`src/rtl/mux_pkg.sv`:
```
// rtl/mux_pkg.sv - shared mode constants and channel-index helper for mux_nto1_rr
package mux_pkg;

  localparam logic MODE_FIXED = 1'b0;
  localparam logic MODE_RR    = 1'b1;

  // Wrap-around add of two channel offsets; both operands are expected below n.
  function automatic int wrap_add(input int a, input int b, input int n);
    int s;
    s = a + b;
    return (s >= n) ? (s - n) : s;
  endfunction

endpackage

```
`src/rtl/rr_arbiter.sv`:
```
// rtl/rr_arbiter.sv - combinational round-robin arbiter starting its scan at ptr
module rr_arbiter
  import mux_pkg::*;
#(
  parameter int N = 4,
  localparam int SW = $clog2(N)
) (
  input  logic [N-1:0]  req,
  input  logic [SW-1:0] ptr,
  input  logic          enable,
  output logic [N-1:0]  grant,
  output logic [SW-1:0] grant_idx,
  output logic          grant_any
);

  // Scan ptr, ptr+1, ... modulo N and grant the first requester found.
  always_comb begin
    int k;
    grant     = '0;
    grant_idx = '0;
    grant_any = 1'b0;
    k         = 0;
    for (int i = 0; i < N; i++) begin
      k = wrap_add(int'(ptr), i, N);
      if (enable && !grant_any && req[SW'(k)]) begin
        grant[SW'(k)] = 1'b1;
        grant_idx     = SW'(k);
        grant_any     = 1'b1;
      end
    end
  end

endmodule

```
`src/rtl/mux_nto1_rr.sv`:
```
// rtl/mux_nto1_rr.sv - N:1 stream mux with fixed-select or round-robin arbitration
module mux_nto1_rr
  import mux_pkg::*;
#(
  parameter int N = 4,
  parameter int W = 8,
  localparam int SW = $clog2(N)
) (
  input  logic            clk,
  input  logic            rst,
  input  logic [N*W-1:0]  data_in,
  input  logic [N-1:0]    in_valid,
  output logic [N-1:0]    in_ready,
  input  logic [SW-1:0]   sel_n,
  input  logic            mode,
  output logic [W-1:0]    data_out,
  output logic [SW-1:0]   out_ch,
  output logic            out_valid,
  input  logic            out_ready
);

  logic [SW-1:0] rr_ptr;
  logic [N-1:0]  rr_grant;
  logic [SW-1:0] rr_idx;
  logic          rr_any;

  logic          fixed_any;
  logic          win_any;
  logic [SW-1:0] win_idx;
  logic [W-1:0]  win_data;
  logic          load;

  rr_arbiter #(.N(N)) u_arb (
    .req       (in_valid),
    .ptr       (rr_ptr),
    .enable    (mode == MODE_RR),
    .grant     (rr_grant),
    .grant_idx (rr_idx),
    .grant_any (rr_any)
  );

  // The output register accepts a new word whenever it is empty or being drained.
  assign load = !out_valid || out_ready;

  // Pick the winner for the current mode; out-of-range selects never grant.
  always_comb begin
    fixed_any = 1'b0;
    if ({1'b0, sel_n} < (SW + 1)'(N)) begin
      fixed_any = in_valid[sel_n];
    end
    if (mode == MODE_RR) begin
      win_any = rr_any;
      win_idx = rr_idx;
    end else begin
      win_any = fixed_any;
      win_idx = sel_n;
    end
  end

  // Route the winning channel's data and raise exactly one ready bit.
  always_comb begin
    win_data = '0;
    in_ready = '0;
    for (int k = 0; k < N; k++) begin
      if (win_idx == SW'(k)) begin
        win_data = data_in[k*W +: W];
      end
    end
    if (load && win_any && !rst) begin
      in_ready[win_idx] = 1'b1;
    end
  end

  // Output register and round-robin pointer; fixed-mode grants leave the pointer alone.
  always_ff @(posedge clk) begin
    if (rst) begin
      out_valid <= 1'b0;
      data_out  <= '0;
      out_ch    <= '0;
      rr_ptr    <= '0;
    end else if (load) begin
      if (win_any) begin
        data_out  <= win_data;
        out_ch    <= win_idx;
        out_valid <= 1'b1;
        if (mode == MODE_RR) begin
          rr_ptr <= SW'(wrap_add(int'(win_idx), 1, N));
        end
      end else begin
        out_valid <= 1'b0;
      end
    end
  end

endmodule

```
`config.mk`:
```
export PLATFORM = sky130hd
export DESIGN_NAME = mux_nto1_rr
export DESIGN_NICKNAME = d
export VERILOG_FILES = /design/src/rtl/mux_pkg.sv /design/src/rtl/rr_arbiter.sv /design/src/rtl/mux_nto1_rr.sv
export SDC_FILE = /design/constraint.sdc
export NUM_CORES = 1
export LEC_CHECK = 0
export BUFFER_PORTS_ARGS = -buffer_cell sky130_fd_sc_hd__buf_2
export CORE_ASPECT_RATIO = 0.6
export CORE_UTILIZATION = 45
export DETAILED_ROUTE_END_ITERATION = 8
export PLACE_DENSITY = 0.81
export SLEW_MARGIN = 20
export SYNTH_ARGS = -nofsm -noshare
export SYNTH_HDL_FRONTEND = slang
export SYNTH_HIERARCHICAL = 1
export SYNTH_SLANG_ARGS = --single-unit
```
`constraint.sdc`:
```
create_clock -name clk -period 9.13 [get_ports clk]
set_input_delay 0.4565 -clock clk [delete_from_list [all_inputs] [get_ports clk]]
set_output_delay 0.4565 -clock clk [all_outputs]
set_load 0.05 [all_outputs]
```
==> flow_metrics.env <==
export IMPL_status="completed"
export IMPL_post_cts_resized=0
export IMPL_n_antenna_cell=0
export IMPL_crit_path_start_kind="register"
export IMPL_clk_path_buf_depth=2
export IMPL_drc=0
export IMPL_numClockSinks=13
export IMPL_rsz0062_at_grt="no"
export IMPL_drt_iter0_markers=98
export IMPL_die_area_mm2=0.003077
export IMPL_setup_tns_ns=0
export IMPL_grt_max_degree=26
export IMPL_tritoncts="built"
export IMPL_tightest_slew_ns=0.5574
export IMPL_worstPathArrival_ns=3.77
export IMPL_wl_per_cell_um=15.16
export IMPL_drtAntennaViolNets=0
export IMPL_worst_path_max_delay_cell="dfxtp_1"
export IMPL_fin_util_pct=60.45
export IMPL_slew_viol_final=0
export IMPL_cts_htree_levels=1
export IMPL_cap_viol_max_count=0
export IMPL_hold_class="register to register"
export IMPL_crit_type="register to output pin"
export IMPL_dieWidth_um=70.96
export IMPL_final_common_cell="buf_2"
export IMPL_min_period_ns=4.227
export IMPL_vdd_ir_drop_worst_v=0.00007350
export IMPL_die_h_um=43.37
export IMPL_avgSynthCellArea_um2=9.302
export IMPL_dp_hpwl_um=2620
export IMPL_clkTransAtPathRegs_ns=0.06
export IMPL_synthCells=138
export IMPL_worst_slew_margin_rel_pct=61.88
export IMPL_worstSetupEndpointType="output pin"
export IMPL_cts_buffers=3
export IMPL_drive_above_1_share_pct=41.40
export IMPL_hold_ws_ns=0.5349
export IMPL_core_rowCount=14
export IMPL_cts_hold_buf=0
export IMPL_gp_congestion=1.016
export IMPL_track_usage_pct=22.48
export IMPL_syn_area_mm2=0.001284
export IMPL_instances_no_fill=218
export IMPL_worstPathCellList="inv_1 -> ha_1 -> mux4_2 -> or2_0 -> o221ai_1 -> a22o_2 -> mux2i_1 -> inv_1 -> ha_1 -> nor3b_1 -> buf_2"
export IMPL_multi_input_area_um2=907.1
export IMPL_cp_max_fo=18
export IMPL_core_area_mm2=0.002610
export IMPL_clk_latency_ns=0.24
export IMPL_fin_crit_sh_pct=46.30
export IMPL_yosys_warnings=6
export IMPL_fin_nets=234
export IMPL_p_leak_uw=0.0007229
export IMPL_cts_setup_buffers=0
export IMPL_finalSetupViolations=0
export IMPL_fin_skew_ns=0.002257
export IMPL_synth_fp_nets=185
export IMPL_grt_antenna_before_repair=0
export IMPL_mostFrequentLayoutCells="buf_2, dfxtp_1, inv_1, nor2b_1, nor3b_1"
export IMPL_num_fill_cells=218
export IMPL_ios=57
export IMPL_via_count=1258
export IMPL_dr_pass1_iters=6
export IMPL_grt_pass1_vias=1129
export IMPL_crit_required_ns=8.67
export IMPL_power_density_mw_per_mm2=147.6
export IMPL_syn_to_final_growth_pct=22.90
export IMPL_overflow=0
export IMPL_dp_cells=214
export IMPL_wirelength_um=3304
export IMPL_port_buffers=56
export IMPL_fmax_mhz=236.6
export IMPL_max_stage_delay_ns=0.61
export IMPL_grt_pass1_wl_um=5368
export IMPL_start_util_pct=49.19
export IMPL_ff_latch_area_um2=260.3
export IMPL_clockRootBuffer="clkbuf_8"
export IMPL_via_per_inst=5.771
export IMPL_finalHoldViolations=0
==> layer usage <==
layer	track usage [%]	share of wire, %
met1	33.62	50
met2	34.04	44
met5	0	0
met3	5.581	5.4
met4	2.400	0.30
==> worst paths after layout <==
kind | from | end | slack (ns) | cells past startpoint
setup reg to reg | rr_ptr[0] | data_out[2] | 4.93 | 13
setup / recovery | rr_ptr[0] | in_ready[3] | 4.90 | 11
hold / removal | out_ch[0] | out_ch[0] | 0.53 | 2
hold reg to reg | out_ch[0] | out_ch[0] | 0.53 | 2
==> sequential cells by signal (all words and copies together) (netlist names) <==
name and cells:
out_valid 1, data_out 8, rr_ptr 2, out_ch 2
==> critical path: cells and delay by family, from the launching register on <==
kind	cells	cell delay (ns)
muxes	2	0.70
buffers and inverters	3	0.49
AOI/OAI and AO/OA	2	0.33
DFF	1	0.61
and+or+nand+nor	2	0.48
adders and majority gates	2	0.91
==> stage by stage <==
step,cell area (µm²),power (µW),worst slack [ns]
after CTS,1578,232.8,4.921
after global routing,1578,246.0,4.525
after global placement,1533,178.1,5.163
final,1578,232.9,4.903
after floorplan,1284,155.4,4.733
after detailed placement,1533,180.3,5.019
==> final cells by class <==
type | instances | area share [%]
clock buffers | 4 | 2.855
inverters | 12 | 2.855
multi-input cells | 101 | 57.49
flip-flops and latches | 13 | 16.49
well taps | 32 | 2.538
repair buffers | 56 | 17.76
==> power by group <==
group	internal [µW]	total [µW]	leakage, µW	switching, µW
logic	45.1	112	0.000593	66.6
registers	63.9	69.0	0.000107	5.08
clock network	30.8	52.3	0.0000228	21.4
(Power assumes the default switching activity.)
